===== src/rtl/rpc_ctrl_pkg.sv =====
// rpc_ctrl_pkg: shared types for the RPC DRAM controller command path.
// Command opcodes, the arbiter command bundle and the arbiter FSM states.
package rpc_ctrl_pkg;

  localparam int unsigned RpcAddrW = 20;
  localparam int unsigned RpcLenW  = 6;

  typedef enum logic [2:0] {
    RPC_CMD_READ  = 3'd0,
    RPC_CMD_WRITE = 3'd1,
    RPC_CMD_REF   = 3'd2,
    RPC_CMD_MRS   = 3'd3,
    RPC_CMD_ZQ    = 3'd4
  } rpc_cmd_op_e;

  typedef enum logic [1:0] {
    RPC_MNT_MRS  = 2'd0,
    RPC_MNT_ZQ   = 2'd1,
    RPC_MNT_REF  = 2'd2,
    RPC_MNT_RSVD = 2'd3
  } rpc_mnt_op_e;

  typedef struct packed {
    rpc_cmd_op_e         op;
    logic [RpcAddrW-1:0] addr;
    logic [RpcLenW-1:0]  len;
  } rpc_arb_cmd_t;

  typedef enum logic [1:0] {
    ARB_IDLE  = 2'd0,
    ARB_ISSUE = 2'd1,
    ARB_WAIT  = 2'd2
  } rpc_arb_state_e;

  localparam rpc_arb_cmd_t RpcArbCmdRst = '{
    op:   RPC_CMD_READ,
    addr: '0,
    len:  '0
  };

  // Only MRS carries a payload; ZQ and manual REF go out with zero fields.
  function automatic rpc_arb_cmd_t rpc_mnt_cmd(
    input logic [1:0]          op,
    input logic [RpcAddrW-1:0] data
  );
    rpc_arb_cmd_t c;
    c = '{op: RPC_CMD_REF, addr: '0, len: '0};
    case (op)
      RPC_MNT_MRS: begin
        c.op   = RPC_CMD_MRS;
        c.addr = data;
      end
      RPC_MNT_ZQ: c.op = RPC_CMD_ZQ;
      default:    c.op = RPC_CMD_REF;
    endcase
    return c;
  endfunction

endpackage


===== src/rtl/rpc_ref_timer.sv =====
// rpc_ref_timer: periodic refresh interval counter feeding a saturating
// credit counter with a sticky overflow flag.
module rpc_ref_timer
  import rpc_ctrl_pkg::*;
#(
  parameter int unsigned RefCntWidth = 16,
  parameter int unsigned MaxCredits  = 8,
  parameter int unsigned PendW       = 4
) (
  input  logic                   clk_i,
  input  logic                   rst_i,
  input  logic [RefCntWidth-1:0] interval_i,
  input  logic                   consume_i,
  output logic [PendW-1:0]       pending_o,
  output logic                   overflow_o
);

  localparam logic [PendW-1:0] MaxCnt = PendW'(MaxCredits);

  logic [RefCntWidth-1:0] cnt_q, cnt_d;
  logic [PendW-1:0]       pend_q, pend_d;
  logic                   ovf_q, ovf_d;
  logic                   tick;
  logic                   tmr_off;

  assign tmr_off = (interval_i == '0);

  // >= rather than == so a shrinking interval ticks right away
  assign tick = !tmr_off &&
                (cnt_q >= interval_i - RefCntWidth'(1));

  always_comb begin
    cnt_d = cnt_q + RefCntWidth'(1);
    if (tmr_off || tick) begin
      cnt_d = '0;
    end
  end

  always_comb begin
    pend_d = pend_q;
    ovf_d  = ovf_q;
    unique case ({tick, consume_i})
      2'b10: begin
        if (pend_q == MaxCnt) begin
          ovf_d = 1'b1;
        end else begin
          pend_d = pend_q + PendW'(1);
        end
      end
      2'b01:   pend_d = pend_q - PendW'(1);
      default: pend_d = pend_q;
    endcase
  end

  always_ff @(posedge clk_i) begin
    if (rst_i) begin
      cnt_q  <= '0;
      pend_q <= '0;
      ovf_q  <= 1'b0;
    end else begin
      cnt_q  <= cnt_d;
      pend_q <= pend_d;
      ovf_q  <= ovf_d;
    end
  end

  assign pending_o  = pend_q;
  assign overflow_o = ovf_q;

endmodule


===== src/rtl/rpc_cmd_arbiter.sv =====
// rpc_cmd_arbiter: single-issue scheduler for AXI, maintenance and refresh.
// RPC_ARB_REF_POSTPONE_EN enables refresh postponement up to MaxPostpone.
module rpc_cmd_arbiter
  import rpc_ctrl_pkg::*;
#(
  parameter int unsigned DramAddrWidth = 20,
  parameter int unsigned DramLenWidth  = 6,
  parameter int unsigned RefCntWidth   = 16,
  parameter int unsigned MaxPostpone   = 8
) (
  input  logic                     clk_i,
  input  logic                     rst_i,
  input  logic [RefCntWidth-1:0]   cfg_ref_interval_i,
  input  logic                     axi_valid_i,
  output logic                     axi_ready_o,
  input  logic                     axi_write_i,
  input  logic [DramAddrWidth-1:0] axi_addr_i,
  input  logic [DramLenWidth-1:0]  axi_len_i,
  input  logic                     mnt_valid_i,
  output logic                     mnt_ready_o,
  input  logic [1:0]               mnt_op_i,
  input  logic [DramAddrWidth-1:0] mnt_data_i,
  output logic                     cmd_valid_o,
  input  logic                     cmd_ready_i,
  output logic [2:0]               cmd_op_o,
  output logic [DramAddrWidth-1:0] cmd_addr_o,
  output logic [DramLenWidth-1:0]  cmd_len_o,
  input  logic                     cmd_done_i,
  output logic [$clog2(MaxPostpone+1)-1:0] ref_pending_o,
  output logic                     ref_overflow_o,
  output logic                     busy_o
);

  localparam int unsigned PendW = $clog2(MaxPostpone + 1);

`ifdef RPC_ARB_REF_POSTPONE_EN
  localparam int unsigned EffMax = MaxPostpone;
`else
  localparam int unsigned EffMax = 1;
`endif

  rpc_arb_state_e state_q, state_d;
  rpc_arb_cmd_t   cmd_q, cmd_d;

  logic gnt_ref;
  logic gnt_mnt;
  logic gnt_axi;
  logic urgent;
  logic idle;

  rpc_ref_timer #(
    .RefCntWidth (RefCntWidth),
    .MaxCredits  (EffMax),
    .PendW       (PendW)
  ) u_ref_timer (
    .clk_i      (clk_i),
    .rst_i      (rst_i),
    .interval_i (cfg_ref_interval_i),
    .consume_i  (gnt_ref),
    .pending_o  (ref_pending_o),
    .overflow_o (ref_overflow_o)
  );

  assign idle   = (state_q == ARB_IDLE);
  assign urgent = (ref_pending_o >= PendW'(EffMax));

  // No grant while reset is held, so no handshake is lost to the reset edge
  always_comb begin
    gnt_ref = 1'b0;
    gnt_mnt = 1'b0;
    gnt_axi = 1'b0;
    if (idle && !rst_i) begin
      if (urgent) begin
        gnt_ref = 1'b1;
      end else if (mnt_valid_i) begin
        gnt_mnt = 1'b1;
      end else if (axi_valid_i) begin
        gnt_axi = 1'b1;
`ifdef RPC_ARB_REF_POSTPONE_EN
      end else if (ref_pending_o != '0) begin
        gnt_ref = 1'b1;
`endif
      end
    end
  end

  always_comb begin
    state_d = state_q;
    cmd_d   = cmd_q;
    unique case (state_q)
      ARB_IDLE: begin
        unique case (1'b1)
          gnt_ref: begin
            cmd_d   = '{op: RPC_CMD_REF, addr: '0, len: '0};
            state_d = ARB_ISSUE;
          end
          gnt_mnt: begin
            // reserved op is handshaken and dropped
            if (mnt_op_i != RPC_MNT_RSVD) begin
              cmd_d   = rpc_mnt_cmd(mnt_op_i, mnt_data_i);
              state_d = ARB_ISSUE;
            end
          end
          gnt_axi: begin
            cmd_d.op   = axi_write_i ? RPC_CMD_WRITE
                                     : RPC_CMD_READ;
            cmd_d.addr = axi_addr_i;
            cmd_d.len  = axi_len_i;
            state_d    = ARB_ISSUE;
          end
          default: state_d = ARB_IDLE;
        endcase
      end
      ARB_ISSUE: begin
        if (cmd_ready_i) begin
          state_d = ARB_WAIT;
        end
      end
      ARB_WAIT: begin
        if (cmd_done_i) begin
          state_d = ARB_IDLE;
        end
      end
      default: state_d = ARB_IDLE;
    endcase
  end

  always_ff @(posedge clk_i) begin
    if (rst_i) begin
      state_q <= ARB_IDLE;
      cmd_q   <= RpcArbCmdRst;
    end else begin
      state_q <= state_d;
      cmd_q   <= cmd_d;
    end
  end

  assign axi_ready_o = gnt_axi;
  assign mnt_ready_o = gnt_mnt;
  assign cmd_valid_o = (state_q == ARB_ISSUE);
  assign busy_o      = !idle;
  assign cmd_op_o    = cmd_q.op;
  assign cmd_addr_o  = cmd_q.addr;
  assign cmd_len_o   = cmd_q.len;

endmodule

===== config.mk =====
export PLATFORM = sky130hd
export DESIGN_NAME = rpc_cmd_arbiter
export DESIGN_NICKNAME = d
export VERILOG_FILES = /design/src/rtl/rpc_ctrl_pkg.sv /design/src/rtl/rpc_ref_timer.sv /design/src/rtl/rpc_cmd_arbiter.sv
export SDC_FILE = /design/constraint.sdc
export NUM_CORES = 1
export LEC_CHECK = 0
export ABC_AREA = 1
export BUFFER_PORTS_ARGS = -buffer_cell sky130_fd_sc_hd__buf_2
export CAP_MARGIN = 25
export CELL_PAD_IN_SITES_DETAIL_PLACEMENT = 0
export CELL_PAD_IN_SITES_GLOBAL_PLACEMENT = 1
export CORE_MARGIN = 8
export CORE_UTILIZATION = 35
export CTS_CLUSTER_SIZE = 20
export DETAILED_ROUTE_END_ITERATION = 6
export GPL_TIMING_DRIVEN = 0
export PLACE_DENSITY = 0.89
export REMOVE_ABC_BUFFERS = 1
export SYNTH_ARGS = -nofsm -noshare
export SYNTH_HDL_FRONTEND = slang
export SYNTH_SLANG_ARGS = --single-unit

===== constraint.sdc =====
create_clock -name clk_i -period 4.7 [get_ports clk_i]
set_clock_uncertainty 0.15 [all_clocks]
set_input_delay 1.41 -clock clk_i [delete_from_list [all_inputs] [get_ports clk_i]]
set_output_delay 1.41 -clock clk_i [all_outputs]
set_load 0.02 [all_outputs]

==> metrics.md, run 1 <==
| Metric | Value |
|---|---|
| ANT nets after route | 0 |
| Layout area overhead | 23.3% |
| Setup-failing EPs final | 0 |
| Routed vias | 3037 |
| Fraction of layout cells with a size suffix above 1 | around a quarter |
| Antenna cells | 0 |
| Worst vdd ir | about 0.00018 V |
| Vias per cell | roughly 4.8 |
| Commonest non-fill, non-tap cell in the layout | buf_2 |
| Finished Core Util | 43.6% |
| Worst slew pin tran | between 900 and 1000 ps |
| HP Class | reg -> reg |
| Max-slew violations | 0 |
| Setup slack after layout | between 300 and 400 ps |
| Die height | between 100 and 150 um |
| Clock transition at path regs | 100 ps |
| First-pass GRT wire length | between 10 and 15 mm |
| Final instance area | 3730 um2 |
| Die Wd | 109 um |
| Placer Congestion | between 0.8 and 0.9 |
| CTS Sinks | between 50 and 60 |
| Worst setup SP type | input pin |
| DR pass1 iterations | 4 |
| Arr. time, crit path | roughly 2800 ps |
| Number of warnings issued by yosys | 0 |
| Syn Std Cell Area | around 3000 um2 |
| Initial Util | between 30% and 40% |
| Register area share after synthesis | 34.5% |
| Power Density | 369 nW/um2 |
| Hold Worst Slack | about 310 ps |
| Final critical-path required period | 4360 ps |
| Max-cap viol count | 0 |
| Total GRT Usage | 13.7% |
| Cts-stage hold buffer count | 0 |
| Slew headroom | between 30% and 40% |
| Ports | around 110 |
| H-tree levels | 2 |
| Leakage Power | around 0.0018 uW |
| Layout fillers | just under 900 |
| Number of global-route vias before repair | between 3000 and 4000 |
| CTS tree | built |
| Clk_lat worst skew | ~300 ps |
| Post-synth EDFFs | 0 |
| Synth Flop Type | dfxtp_1 |
| Critical Path RT | 3140 ps |
| Post-CTS setup buffers | 0 |
| Worst slack, placed | -8.07 ps |
| Cts repair resizes | 0 |
| Critical Path Source | rst_i |
| Post-synth ARST share | 0% |
| Placed cell area | between 3000 and 4000 um2 |
| Site Rows | 34 |
| TritonCTS buffer count | 5 |
| CP Class | in -> out |
| Starting DRT DRC Count | between 100 and 150 |
| Hold path cells | 2 |
| Largest net degree at the start of global routing | 34 |
| NumNets Final | slightly above 600 |
| Most frequent cells in the layout | buf_2 (108), nand2_1 (101), dfxtp_1 (52) |
| Unique masters post-synth | 30 |
| GRT overflow | 0 |
| Dpl hpwl | between 6 and 7 mm |
| Root Driver | clkbuf_8 |
| Routed Wire Length | 8.13 mm |
| Worst setup EP type | primary output |
| Routed len/inst | 12.8 um |
| Critical path fanouts, max | 33 |
| Post-Synthesis Cells | between 400 and 500 |
| DRC Markers | 0 |
| R2R cell count | 10 |
| Yosys reg bits | 52 |
| Status | finished clean |
| Initial antenna violation count | 0 |
| Die ar. | ~12000 um2 |
| RSZ-0062 raised after global routing | no |
| Crit Reg-Reg Startpoint | u_ref_timer.pending_o[1]$_SDFFE_PP0P_ |
| Max Buffers Root-to-Sink | 2 |
| Buffers on Ports | 108 |
| Fmax achieved | about 0.23 GHz |
| Core Area | about 8600 um2 |
| Period utilisation layout | 92.7% |
| Min-delay src | cmd_len_o[1]$_SDFFE_PP0P_ |
| Average size of a mapped cell | approximately 7.2 um2 |
| Hold Vio Cnt, Final | 0 |
report_power, final:
group | internal [uW] | switching, uW | total, uW
combinational | 191 | 410 | 601
clock | 101 | 145 | 246
sequential | 490 | 37.4 | 528
worst max-delay path: stages:
cell,delay (ps)
buf_2,290
nor2_2,220
inv_2,90
nor3_4,510
buf_2,270
synthesized netlist by cell type, types with 11 or more instances:
master | instances | share of area [%]
nor2_1 | 43 | 5.3
nand3_1 | 24 | 4.0
a31oi_1 | 11 | 2.3
xor2_1 | 19 | 5.5
a21oi_1 | 29 | 4.8
ha_1 | 21 | 8.7
dfxtp_1 | 52 | 34
nor3_1 | 11 | 1.8
inv_1 | 42 | 5.2
nand2_1 | 101 | 13
a32oi_1 | 11 | 3.2
area by class of cell:
type | count | area [um2] | area share [%]
Multi-Input combinational cell | 307 | 1730 | 46.4
Clock inverter | 2 | 12.5 | 0.336
Inverter | 49 | 184 | 4.94
Sequential cell | 52 | 1040 | 27.9
Clock buffer | 5 | 68.8 | 1.85
Tap cell | 108 | 135 | 3.63
Timing Repair Buffer | 110 | 556 | 14.9
path summary, 6_finish.rpt:
check / slack, ps / end
worst max-delay path: 340 / mnt_ready_o
worst min-delay path: 310 / cmd_len_o[1]$_SDFFE_PP0P_
worst max register to register: 1600 / state_q[0]$_SDFFE_PP0P_
worst min register to register: 310 / cmd_len_o[1]$_SDFFE_PP0P_
cell families (layout without fill, tap and decap cells):
logic type / count (synthesis) / count (layout) / share of synthesized area, %
fa+ha+maj: 21 / 21 / 8.70
buf+inv: 63 / 166 / 8.65
compound gates: 54 / 54 / 10.8
flops: 52 / 52 / 34.5
simple gates: 207 / 208 / 30.4
xor+xnor: 24 / 24 / 6.96
per-stage QoR:
step	setup TNS, ps	total power (uW)	instances
floorplan	0	939	407
global placement	0	1110	623
detailed placement	-22.1	1120	624
CTS	0	1380	631
global route	0	1490	633
finish	0	1370	633
sequential cells by signal, indices dropped and copies added (netlist names):
register / flops
cmd_addr_o: 20
cmd_len_o: 6
cmd_op_o: 3
state_q: 2
u_ref_timer.cnt_q: 16
u_ref_timer.overflow_o: 1
u_ref_timer.pending_o: 4
layer usage:
layer	vias to the layer above	track usage [%]	wire length, um
met2	104	21.6	3630
met4	0	3.23	55
met3	4	6.97	972
met5	-	0	0
li1	1584	-	-
met1	1345	16.1	3470
No activity file was read; power rests on OpenSTA's default activity.
==> inputs of run 2 (changes only) <==
clock period = 5 ns   (was 4.7 ns; I/O delays follow)
==> run 2 against run 1 <==
Combinational power down 8.8%. Sequential power decreased by 6.3%. First-iteration DRC count is 12% lower. Non-clock buffer count down 1. Via count is 0.59% lower.
==> metrics.md, run 2 (synthesis gave the netlist of run 1 again) <==
| Metric | Value |
|---|---|
| Status | finished clean |
| Critical path, cell by cell | buf_2 -> nor2_2 -> inv_2 -> nor3_4 -> buf_2 |
| Total GRT Usage | 13.7% (unchanged) |
| HP Class | reg -> reg |
| CTS Sinks | 52 (unchanged) |
| Layout area overhead | 22.7% |
| Clk_lat worst skew | 300 ps (about the same) |
| Placed Cells | 624 (unchanged) |
| Antenna cells | 0 (unchanged) |
| WP buf/inv | 3 (unchanged) |
| Worst setup SP type | input pin |
| Setup-failing EPs final | 0 (unchanged) |
| GRT overflow | 0 (unchanged) |
| Setup TNS | 0 ps (unchanged) |
| Hold path cells | 2 (unchanged) |
| CTS tree | built |
| Max Buffers Root-to-Sink | 2 (unchanged) |
| Most frequent cells in the layout | buf_2 (108), nand2_1 (101), dfxtp_1 (52) |
| H-tree levels | 2 (unchanged) |
| Hold Path Sink | cmd_len_o[1]$_SDFFE_PP0P_ |
| Site Rows | 34 (unchanged) |
| Max FFs per register | 20 (unchanged) |
| Placer Congestion | 0.842 (unchanged) |
| FF+latch area | 1040 um2 (unchanged) |
| Slew headroom | 35.4% (+0.78 points) |
| Number of global-route vias before repair | 3001 (unchanged) |
| Hold Vio Cnt, Final | 0 (unchanged) |
| Max-cap viol count | 0 (unchanged) |
| NumNets Final | 615 (-0.32%) |
| Core Area | 8550 um2 (unchanged) |
| Initial antenna violation count | 0 (unchanged) |
| ANT nets after route | 0 (unchanged) |
| Commonest non-fill, non-tap cell in the layout | buf_2 |
| Worst-path cell with the longest stage delay | nor3_4 |
| Min-delay src | cmd_len_o[1]$_SDFFE_PP0P_ |
| Critical Path RT | 3350 ps (+210 ps) |
| Reg-to-reg setup timing slack | 1760 ps (+160 ps) |
| Vias per cell | 4.78 (-0.28%) |
| Fmax achieved | around 0.21 GHz |
| Period utilisation layout | a little over nine tenths |
| Crit Reg-Reg Startpoint | u_ref_timer.pending_o[1]$_SDFFE_PP0P_ |
| Fraction of layout cells with a size suffix above 1 | 25.8% (-0.28 points) |
| Die height | 109 um (unchanged) |
| First-pass GRT wire length | 13.4 mm (unchanged) |
| Hold Worst Slack | 317 ps (+1.96 ps) |
| Family with the most delay on the worst path | simple AND/OR/NAND/NOR gates |
| Clock transition at path regs | 100 ps (about the same) |
| Multi-input gate area | 1720 um2 (-0.58%) |
| Die Wd | 109 um (unchanged) |
| Worst slack, placed | 170 ps (+178 ps) |
| DRC Markers | 0 (unchanged) |
| Cts-stage hold buffer count | 0 (unchanged) |
| Arr. time, crit path | 3170 ps (+370 ps) |
| Buffers on Ports | 108 (unchanged) |
| R2R cell count | 10 (unchanged) |
| Die ar. | 11900 um2 (unchanged) |
| Worst slew pin tran | 967 ps (-11.7 ps) |
| Initial Util | 35.3% (unchanged) |
| DR pass1 iterations | 4 (unchanged) |
| Routed len/inst | 12.5 um (-2.4%) |
| Layout fillers | 888 (+0.11%) |
| Max-slew violations | 0 (unchanged) |
| Ports | 109 (unchanged) |
| TritonCTS buffer count | 5 (unchanged) |
| Starting DRT DRC Count | 119 (-12%) |
| Routed vias | 3019 (-0.59%) |
| CP Class | in -> out |
| Finished Layout Cells | 631 (-0.32%) |
| Dpl hpwl | 6.31 mm (unchanged) |
| Setup slack after layout | 182 ps (-161 ps) |
| CP most frequent cell | buf_2 |
| Worst setup EP type | primary output |
| RSZ-0062 raised after global routing | no |
| Routed Wire Length | 7.91 mm (-2.7%) |
| Post-CTS setup buffers | 0 (unchanged) |
| Critical path fanouts, max | 33 (unchanged) |
| Cts repair resizes | 0 (unchanged) |
| Power Density | 343 nW/um2 (-6.9%) |
| R2R Path End | state_q[0]$_SDFFE_PP0P_ |
| Critical Path Max Stage Delay | 770 ps (+260 ps) |
| Final critical-path required period | slightly below 5000 ps |
| Largest net degree at the start of global routing | 34 (unchanged) |
| Leakage Power | 0.00176 uW (-0.37%) |
| Root Driver | clkbuf_8 |
| Worst vdd ir | 0.000167 V (-6.4%) |
## run 2: per-layer routing
| layer | routed length [um] | GRT usage (%) |
|---|---|---|
| met1 | 3380 | 16.1 |
| met2 | 3510 | 21.6 |
| met3 | 958 | 6.97 |
| met4 | 55 | 3.23 |
| met5 | 0 | 0 |
## run 2: how the worst max path moves through the flow
stage	start	end	slack (ps)	depth (start not counted)
floorplan	cfg_ref_interval_i[2]	u_ref_timer.cnt_q[12]$_SDFF_PP0_	890	17
global placement	rst_i	mnt_ready_o	170	5
detailed placement	rst_i	mnt_ready_o	170	5
CTS	rst_i	mnt_ready_o	170	5
global route	rst_i	mnt_ready_o	20	5
finish	rst_i	mnt_ready_o	180	5
## run 2: worst min-delay path, stage by stage, from the launching register on
cell and delay (ps):
dfxtp_1 320, nand2_1 60, a21oi_1 50
## run 2: area by class of cell
cell class / instances / area share [%]
clock buffer: 5 / 1.86
clock inverter: 2 / 0.337
inverter: 49 / 4.96
multi-input combinational: 306 / 46.4
sequential: 52 / 28.1
tap: 108 / 3.64
timing repair buffer: 109 / 14.8
## run 2: power breakdown
group	internal, uW	total, uW	switching (uW)
Clock	95.2	231	135
Combinational	178	548	370
Sequential	461	495	34.6
Total	734	1270	540
## run 2: per-stage QoR
stage	utilization (%)	instance area [um2]	power, uW
global route	43.4	3710	1380
finish	43.4	3710	1270
CTS	43.4	3710	1290
detailed placement	42.4	3630	1060
floorplan	-	2940	883
global placement	42.3	3620	1040
